`config.mk`:
```
export PLATFORM = sky130hd
export DESIGN_NAME = data_mem_ctrl_flat
export DESIGN_NICKNAME = d
export VERILOG_FILES = /design/src/rtl/data_mem_ctrl_pkg.sv /design/src/rtl/data_mem_ctrl_if.sv /design/src/rtl/data_mem_ctrl_load_extend.sv /design/src/rtl/data_mem_ctrl.sv /design/src/flat_wrapper.sv
export SDC_FILE = /design/constraint.sdc
export NUM_CORES = 1
export LEC_CHECK = 0
export CAP_MARGIN = 15
export CORE_ASPECT_RATIO = 0.6
export CORE_MARGIN = 3
export CORE_UTILIZATION = 30
export DETAILED_ROUTE_END_ITERATION = 10
export GPL_TIMING_DRIVEN = 0
export SLEW_MARGIN = 10
export SYNTH_ARGS = -nofsm -noshare
export SYNTH_HDL_FRONTEND = slang
export SYNTH_SLANG_ARGS = --single-unit
export TNS_END_PERCENT = 50
```
`constraint.sdc`:
```
create_clock -name clk -period 3.84 [get_ports clk]
set_clock_uncertainty 0.15 [all_clocks]
set_input_delay 0.576 -clock clk [delete_from_list [all_inputs] [get_ports clk]]
set_output_delay 0.576 -clock clk [all_outputs]
set_load 0.02 [all_outputs]
```
`src/rtl/data_mem_ctrl_pkg.sv`:
```
`default_nettype none
// ============================================================================
//  Module   : data_mem_ctrl_pkg
//  Purpose  : Shared types and constants for the data memory controller:
//             controller states, load/store size codes, byte width.
//  Revision : 1.0  initial release
// ============================================================================
package data_mem_ctrl_pkg;

   localparam int BYTE_W = 8;

   typedef enum logic [2:0] {
      S_IDLE  = 3'd0,
      S_WRITE = 3'd1,
      S_READ  = 3'd2,
      S_RWAIT = 3'd3,
      S_DONE  = 3'd4,
      S_ERR   = 3'd5
   } state_e;

   // Size codes match the RISC-V funct3 field of loads/stores
   localparam logic [2:0] SZ_B  = 3'b000;
   localparam logic [2:0] SZ_H  = 3'b001;
   localparam logic [2:0] SZ_W  = 3'b010;
   localparam logic [2:0] SZ_BU = 3'b100;
   localparam logic [2:0] SZ_HU = 3'b101;

   // Number of bytes moved for a size code (low two bits only)
   function automatic logic [2:0] size_bytes(input logic [1:0] sz);
      case (sz)
         2'b00:   return 3'd1;
         2'b01:   return 3'd2;
         default: return 3'd4;
      endcase
   endfunction

endpackage
`default_nettype wire

```
`src/rtl/data_mem_ctrl_if.sv`:
```
`default_nettype none
// ============================================================================
//  Module   : data_mem_ctrl_if
//  Purpose  : Core request bus plus byte-wide RAM port of the data memory
//             controller. master = core/RAM side, slave = controller.
//  Revision : 1.0  initial release
// ============================================================================
interface data_mem_ctrl_if #(
   parameter int ADDR_W = 16
);
   // core side
   logic              data_read_en;
   logic              data_write_en;
   logic [2:0]        data_size;
   logic [ADDR_W-1:0] addr;
   logic [31:0]       wdata;
   logic              busy;
   logic              done;
   logic              err;
   logic [31:0]       rd_data;
   // RAM side
   logic [ADDR_W-1:0] mem_addr;
   logic              mem_re;
   logic              mem_we;
   logic [7:0]        mem_wdata;
   logic [7:0]        mem_rdata;

   modport master (
      output data_read_en, data_write_en, data_size, addr, wdata, mem_rdata,
      input  busy, done, err, rd_data, mem_addr, mem_re, mem_we, mem_wdata
   );

   modport slave (
      input  data_read_en, data_write_en, data_size, addr, wdata, mem_rdata,
      output busy, done, err, rd_data, mem_addr, mem_re, mem_we, mem_wdata
   );
endinterface
`default_nettype wire

```
`src/rtl/data_mem_ctrl_load_extend.sv`:
```
`default_nettype none
// ============================================================================
//  Module   : load_extend
//  Purpose  : Sign- or zero-extends the assembled load buffer to 32 bits
//             according to the load size code.
//  Revision : 1.0  initial release
// ============================================================================
module load_extend
   import data_mem_ctrl_pkg::*;
(
   input  logic [31:0] i_buf,
   input  logic [2:0]  i_size,
   output logic [31:0] o_data
);

   // B/H sign-extend, BU/HU zero-extend, word passes through
   always_comb begin
      o_data = i_buf;
      case (i_size)
         SZ_B:    o_data = {{24{i_buf[7]}}, i_buf[7:0]};
         SZ_H:    o_data = {{16{i_buf[15]}}, i_buf[15:0]};
         SZ_BU:   o_data = {24'h0, i_buf[7:0]};
         SZ_HU:   o_data = {16'h0, i_buf[15:0]};
         SZ_W:    o_data = i_buf;
         default: o_data = i_buf;
      endcase
   end

endmodule
`default_nettype wire

```
`src/rtl/data_mem_ctrl.sv`:
```
`default_nettype none
// ============================================================================
//  Module   : data_mem_ctrl
//  Purpose  : Splits core byte/half/word loads and stores into sequences of
//             byte accesses on a byte-wide RAM with one-cycle read latency.
//  Revision : 1.0  initial release
// ============================================================================
module data_mem_ctrl
   import data_mem_ctrl_pkg::*;
#(
   parameter int ADDR_W = 16
) (
   input logic            clk,
   input logic            rst,
   data_mem_ctrl_if.slave bus
);

   localparam logic [2:0] ST_IDLE  = S_IDLE;
   localparam logic [2:0] ST_WRITE = S_WRITE;
   localparam logic [2:0] ST_READ  = S_READ;
   localparam logic [2:0] ST_RWAIT = S_RWAIT;
   localparam logic [2:0] ST_DONE  = S_DONE;
   localparam logic [2:0] ST_ERR   = S_ERR;

   logic [2:0]                   state_q, state_d;
   logic [2:0]                   k_q, k_d;          // current byte index
   logic [2:0]                   n_q, n_d;          // bytes in this access
   logic [ADDR_W-1:0]            base_q, base_d;
   logic [3:0][BYTE_W-1:0]       wdata_q, wdata_d;
   logic [3:0][BYTE_W-1:0]       buf_q, buf_d;
   logic [2:0]                   ld_size_q, ld_size_d; // size of the last accepted load

   logic       w_req;
   logic       w_reject;
   logic       w_strobe;
   logic [1:0] w_cap_idx;

   assign w_req    = bus.data_read_en | bus.data_write_en;
   assign w_reject = (bus.data_read_en & bus.data_write_en)
                   | (bus.data_size[1:0] == 2'b11)
                   | (bus.data_size[2] & bus.data_write_en)
                   | ((bus.data_size[1:0] == 2'b01) & bus.addr[0])
                   | ((bus.data_size[1:0] == 2'b10) & (bus.addr[1:0] != 2'b00));
   // read data arrives one cycle after its strobe, so it belongs to byte k-1
   assign w_cap_idx = 2'(k_q - 3'd1);

   // next-state, byte sequencing and load buffer assembly
   always_comb begin
      state_d   = state_q;
      k_d       = k_q;
      n_d       = n_q;
      base_d    = base_q;
      wdata_d   = wdata_q;
      buf_d     = buf_q;
      ld_size_d = ld_size_q;
      case (state_q)
         ST_IDLE: begin
            if (w_req) begin
               if (w_reject) begin
                  state_d = ST_ERR;
               end else begin
                  base_d  = bus.addr;
                  wdata_d = bus.wdata;
                  n_d     = size_bytes(bus.data_size[1:0]);
                  k_d     = 3'd0;
                  if (bus.data_write_en) begin
                     state_d = ST_WRITE;
                  end else begin
                     state_d   = ST_READ;
                     ld_size_d = bus.data_size;
                     buf_d     = '0;
                  end
               end
            end
         end
         ST_WRITE: begin
            k_d = k_q + 3'd1;
            if (k_q == n_q - 3'd1) state_d = ST_DONE;
         end
         ST_READ: begin
            if (k_q != 3'd0) buf_d[w_cap_idx] = bus.mem_rdata;
            k_d = k_q + 3'd1;
            if (k_q == n_q - 3'd1) state_d = ST_RWAIT;
         end
         ST_RWAIT: begin
            buf_d[w_cap_idx] = bus.mem_rdata;
            state_d          = ST_DONE;
         end
         ST_DONE: state_d = ST_IDLE;
         ST_ERR:  state_d = ST_IDLE;
         default: state_d = ST_IDLE;
      endcase
   end

   // state registers with synchronous reset
   always_ff @(posedge clk) begin
      if (rst) begin
         state_q   <= ST_IDLE;
         k_q       <= '0;
         n_q       <= '0;
         base_q    <= '0;
         wdata_q   <= '0;
         buf_q     <= '0;
         ld_size_q <= '0;
      end else begin
         state_q   <= state_d;
         k_q       <= k_d;
         n_q       <= n_d;
         base_q    <= base_d;
         wdata_q   <= wdata_d;
         buf_q     <= buf_d;
         ld_size_q <= ld_size_d;
      end
   end

   // Moore outputs decoded from the current state
   assign w_strobe      = (state_q == ST_WRITE) | (state_q == ST_READ);
   assign bus.busy      = (state_q != ST_IDLE);
   assign bus.done      = (state_q == ST_DONE) | (state_q == ST_ERR);
   assign bus.err       = (state_q == ST_ERR);
   assign bus.mem_we    = (state_q == ST_WRITE);
   assign bus.mem_re    = (state_q == ST_READ);
   assign bus.mem_addr  = w_strobe ? (base_q + ADDR_W'(k_q)) : '0;
   assign bus.mem_wdata = (state_q == ST_WRITE) ? wdata_q[k_q[1:0]] : '0;

   load_extend u_load_extend (
      .i_buf  (buf_q),
      .i_size (ld_size_q),
      .o_data (bus.rd_data)
   );

endmodule
`default_nettype wire

```
`src/flat_wrapper.sv`:
```
// flat-port wrapper written by rule: the top's interface ports become plain ports
module data_mem_ctrl_flat import data_mem_ctrl_pkg::*;
#(
   parameter int ADDR_W = 16
)
  (clk, rst, bus_data_read_en, bus_data_write_en, bus_data_size, bus_addr, bus_wdata, bus_mem_rdata, bus_busy, bus_done, bus_err, bus_rd_data, bus_mem_addr, bus_mem_re, bus_mem_we, bus_mem_wdata);
  data_mem_ctrl_if #(.ADDR_W(ADDR_W)) bus_i ();
  input logic clk;
  input logic rst;
  input wire logic [$bits(bus_i.data_read_en)-1:0] bus_data_read_en;
  input wire logic [$bits(bus_i.data_write_en)-1:0] bus_data_write_en;
  input wire logic [$bits(bus_i.data_size)-1:0] bus_data_size;
  input wire logic [$bits(bus_i.addr)-1:0] bus_addr;
  input wire logic [$bits(bus_i.wdata)-1:0] bus_wdata;
  input wire logic [$bits(bus_i.mem_rdata)-1:0] bus_mem_rdata;
  output wire logic [$bits(bus_i.busy)-1:0] bus_busy;
  output wire logic [$bits(bus_i.done)-1:0] bus_done;
  output wire logic [$bits(bus_i.err)-1:0] bus_err;
  output wire logic [$bits(bus_i.rd_data)-1:0] bus_rd_data;
  output wire logic [$bits(bus_i.mem_addr)-1:0] bus_mem_addr;
  output wire logic [$bits(bus_i.mem_re)-1:0] bus_mem_re;
  output wire logic [$bits(bus_i.mem_we)-1:0] bus_mem_we;
  output wire logic [$bits(bus_i.mem_wdata)-1:0] bus_mem_wdata;
  assign bus_i.data_read_en = bus_data_read_en;
  assign bus_i.data_write_en = bus_data_write_en;
  assign bus_i.data_size = bus_data_size;
  assign bus_i.addr = bus_addr;
  assign bus_i.wdata = bus_wdata;
  assign bus_i.mem_rdata = bus_mem_rdata;
  assign bus_busy = bus_i.busy;
  assign bus_done = bus_i.done;
  assign bus_err = bus_i.err;
  assign bus_rd_data = bus_i.rd_data;
  assign bus_mem_addr = bus_i.mem_addr;
  assign bus_mem_re = bus_i.mem_re;
  assign bus_mem_we = bus_i.mem_we;
  assign bus_mem_wdata = bus_i.mem_wdata;
  data_mem_ctrl #(.ADDR_W(ADDR_W)) u_core (.clk(clk), .rst(rst), .bus(bus_i));
endmodule
```
; Word level (Yosys, flattened, before mapping)
; Cells that the tools add are included.
[classes]
div_mod_pow = 0
n_mux = 23
n_reduce_logical = 15
eq_ne = 18
magnitude_cmp = 3
addsub = 4
multipliers = 0
n_bitwise = 13
n_shift = 0
[op_table]
columns = op, count
row1 = two-way mux 32 bit, 4
row2 = case mux 32 bit (4 select lines), 1
row3 = case mux 32 bit (3 select lines), 1
row4 = bitwise mux 32 bit, 1
row5 = two-way mux 8 bit, 3
row6 = two-way mux 3 bit, 6
row7 = adder 16 x 3 -> 16 bit, 1
row8 = binary-select mux 8 bit (select 2 bit), 1
row9 = demux 8 bit (select 2 bit), 1
row10 = two-way mux 16 bit, 1
row11 = "== test 3 bit, second input constant", 4
row12 = case mux 3 bit (2 select lines), 2
row13 = case mux 3 bit (4 select lines), 1
row14 = AND reduction 3 bit, 3
row15 = nonzero test 3 bit, 3
row16 = "!= test 2 x 1 -> 1 bit, second input constant", 4
row17 = OR 1 bit, 7
row18 = "== test 3 x 1 -> 1 bit, second input constant", 2
row19 = "== test 3 x 2 -> 1 bit, second input constant", 2
row20 = logical NOT 3 bit, 2
row21 = "< comparator 2 x 3 -> 1 bit, second input constant", 2
row22 = AND reduction 5 bit, 1
row23 = AND 1 bit, 4
row24 = "== test 2 bit, second input constant", 2
row25 = 14 further kinds, 17
[totals]
latch_bits = 0
memories = 0
ram_bits = 0
regBits = 92
mem_bits_ro = 0
out_inout_bits = 61

; Logic depth before layout (Yosys ltp)
[logic_depth]
word_depth = 8
depth_mapped = 9

; Modules after synthesis
; Synthesis repeated with hierarchy kept, for this count alone.
[unflattened]
cells_unflattened = 649
area_unflattened_um2 = 5348.9
[by_module_without_submodules]
columns = mod, cells_per_inst, seq_area_each_um2, area_each_um2, instances
row1 = data_mem_ctrl, 582, 1841.8, 4993.5, 1
row2 = load_extend, 67, 0.0, 355.3, 1

; Worst setup path after synthesis
; No wires, ideal clock.
[synth_path]
path_kind = reg-to-output
from = reg u_core.k_q[1]
to = out bus_mem_addr[14]
arrival_time_ps = 2428
path_buffers = 1
path_slack_ps = 686
stages_incl_launch_ff = 8
path_cell_list = dfxtp_1 clkbuf_1 inv_1 fa_1 nor2b_1 o211ai_1 or3_1 a21oi_1
[synth_via]
elab_chain_len = 2
[synth_rtl]
columns = item, line
row1 = start: declaration, data_mem_ctrl.sv:26  ; logic [2:0] k_q, k_d;
row2 = start signal: assignment, data_mem_ctrl.sv:107  ; k_q <= k_d;
row3 = adder 16 x 3 -> 16 bit, data_mem_ctrl.sv:123  ; assign bus.mem_addr = w_strobe ? (base_q + ADDR_W'(k_q)) : '0;
row4 = two-way mux 16 bit, data_mem_ctrl.sv:123
row5 = end: declaration, flat_wrapper.sv:20  ; output wire logic [$bits(bus_i.mem_addr)-1:0] bus_mem_addr;
; No other way between the ends.

; Final worst setup path
[layout_path]
from = reg u_core.k_q[2]
to = out bus_mem_addr[15]
; The elaborated chain is that of the path after synthesis.

==> results.md <==
- Status: complete, no violations
- Post-synthesis sequential area ratio: 37.2%
- Final Cycle Share: 93.2%
- Global-route wire length before repair: 24.5 mm
- Largest net degree at the start of global routing: 18
- Setup TNS Final: 0 ns
- Core Region: 15700 sq um
- Die ar.: 18100 sq um
- Vias in the first global route: 4482
- Hold buffer count at CTS: 0
- DR DRC count: 0
- Nets@finish: 816
- Core Rows: 35
- Post-synth top area cell: dfxtp_1
- GRT overflow: 0
- Vias per cell: 5.02
- DR pass1 iterations: 5
- Synth Cell Area: 4950 sq um
- Worst Path Max Fanout: 9
- Port-buffer cells: 115
- Post-route cell area: 6660 sq um
- Crit-path max cell delay: 0.63 ns
- Routed Antenna Nets: 0
- Min cycle time layout: 3.58 ns
- Syn_nets: 690
- Initial antenna violation count: 0
- Rel. slew slack: 62.3%
- RePlAce Congestion: 0.859
- Max Fclk: 279 MHz
- CTS tree: done
- Mapped Cells: 617
- Total Power: 2.87 mW
- CP Capture Type: primary output
- Final Slew Violations: 0
- Critical path launch point type: flip-flop
- Syn_area_per_cell: 8.02 sq um
- Leak: 2.35 nW
- Reg2reg end: u_core.buf_q[14]
- Root Driver: clkbuf_16
- Maximum VDD drop: 0.000242 V
- Fin worst setup slack: 0.260 ns
- Layout cells sized above 1: 10.2%
- Finish-stage setup viols: 0
- Slowest CP cell: clkdlybuf4s50_1
- Yosys cell types: 52
- Clock slew at reported path FFs: 0.08 ns
- Arr. time, crit path: 2.85 ns
- Antenna cells: 0
- I/O pins: 124
- RSZ-0062 raised after global routing: false
- Post-CTS Repair Setup Buffers: 0
- Clock latency on the worst-skew pair: 0.35 ns
- Yosys reg bits: 92
- Post-Layout Cell Count: 951
- Worst reg-to-reg path cell count: 9
- Gr usage total: 17.1%
- Die Ht: 105 um
- PwrDens: 431 nW/um^2
- Iter 0 DRT Violations: 337
- Required @ worst endpoint: 3.11 ns
- Deepest clock path buffer count: 2
- Flop2flop setup slack: 1.31 ns
- Worst Path Buf+Inv: 2
- Placed Instance Area: 6350 sq um
- Top Family by Delay on Critical Path: buffers and inverters
- DP HPWL: 11.7 mm
- Yosys warns: 0
- Setup slack after placement: -0.402 ns
- Hold_sp: u_core.wdata_q[22]
- Hold Fails Final Rpt: 0
- CTS sink count: 92
- Post-synth top cells: nand2_1 (145), a21oi_1 (121), dfxtp_1 (92), a311oi_1 (34), clkbuf_1 (26)
- Overall die width: 172 um
- Crit. Startpoint: u_core.k_q[2]
- CTS HTree Levels: 3
- Async SR Flop Fraction: 0%
- # placed instances: 935
- Critical path class: flip-flop to primary output
- Synth top area share: 37.2%
- CTS buffer count: 9
- Worst hold path type: flip-flop to flip-flop
- EDFF count, synth: 0
- Routed via count: 4778
- DR WL/cell: 16.4 um
- Ys flop type: dfxtp_1
- Detailed Route WL: 15.6 mm
- Synth top area cells: dfxtp_1 (37%), a21oi_1 (12%), nand2_1 (11%)
- Least-Margin Pin Slew: 0.565 ns
- Fillers: 1603
- Critical-path cell list: ha_1, clkbuf_1, o211ai_1, nor3_1, nand3_1, mux2i_1, clkdlybuf4s50_1
- Critical path capture point: bus_mem_addr[15]
- Initial cell density of the core: 31.5%
- Layout Area Growth over Synthesis: 34.7%
- Worst r2r src: u_core.k_q[0]
- Post-route core utilization: 42.4%
- MaxCap Viol Count: 0
- Cell depth of the worst setup path: 7
- Worst Hold Margin: 0.305 ns
- Top-count cell post-synth: nand2_1
worst min-delay path by stage:
| stage | cells after the start | endpoint |
|---|---|---|
| 6_report | 2 | u_core.wdata_q[22] |
| 5_1_grt | 2 | u_core.wdata_q[22] |
| 4_1_cts | 2 | u_core.wdata_q[25] |
| 3_5_place_dp | 2 | u_core.wdata_q[25] |
| 3_3_place_gp | 2 | u_core.wdata_q[19] |
| 2_1_floorplan | 2 | u_core.n_q[1] |
worst register-to-register path, stage by stage (launching register included):
cell	delay [ns]
dfxtp_2	0.42
buf_2	0.37
inv_1	0.14
ha_1	0.22
or3b_4	0.25
and4b_1	0.21
buf_6	0.13
buf_6	0.14
a21oi_1	0.08
a311oi_1	0.32
cell type report:
type	instances	area, sq um	share of cell area [%]
inverter	9	33.8	0.507
sequential	92	1840	27.7
tap	203	254	3.81
buffer	71	430	6.46
clock buffer	10	229	3.44
timing repair buffer	115	1150	17.3
clock inverter	6	53.8	0.808
multi-input combinational	445	2660	40.0
cells by family (layout without fill, tap and decap cells):
group / Yosys count / count (layout) / synth area share [%]
and+or+nand+nor: 221 / 221 / 20.4
AOI/OAI and AO/OA: 187 / 187 / 23.1
DFF: 92 / 92 / 37.2
buffers and inverters: 80 / 211 / 9.18
xor gates and xnor gates: 14 / 14 / 2.76
muxes: 13 / 13 / 4.65
adders and majority gates: 10 / 10 / 2.68
layout by cell type, fill, tap and decap left out, types with 2 or more instances in the layout:
master / instances
nand4_1: 2
nor2b_1: 16
a21oi_2: 3
xnor2_1: 5
clkdlybuf4s50_1: 114
mux2i_1: 5
inv_6: 3
nand2_1: 145
o211ai_1: 5
buf_4: 14
nand3_1: 2
buf_1: 10
and2_1: 3
or2_2: 2
dfxtp_2: 2
xor2_1: 8
nor3b_1: 2
or3_1: 5
clkbuf_16: 9
mux4_2: 8
nor4_1: 3
and3_1: 3
buf_6: 12
o21ai_0: 12
a21oi_1: 121
inv_1: 9
and4b_1: 4
dfxtp_1: 90
nor2_1: 19
o2111ai_1: 2
nor3_1: 5
clkbuf_1: 26
a311oi_1: 34
ha_1: 9
buf_2: 9
state kept, by name, summed over array words and instances (netlist names):
register	flops
u_core.buf_q	32
u_core.wdata_q	32
u_core.base_q	16
u_core.k_q	3
u_core.ld_size_q	3
u_core.n_q	3
u_core.state_q	3
routing by layer:
metal  vias to the layer above  share of wire, %  track usage (%)
met5                         -                 0                0
met4                         0              0.51             3.02
met3                         9               8.1             4.91
met2                       146                39             22.9
met1                      2212                52             27.0
li1                       2411                 -                -
report_power, final:
group	switching [mW]	internal, mW
Combinational	0.567	0.366
Clock	0.411	0.452
Sequential	0.0555	1.02
timing repair:
item / CTS / global route
hold endpoints to repair: 0 / 0
gates resized for setup: 7 / 2
setup endpoints to repair: 7 / 2
No activity file was read; power rests on OpenSTA's default activity.
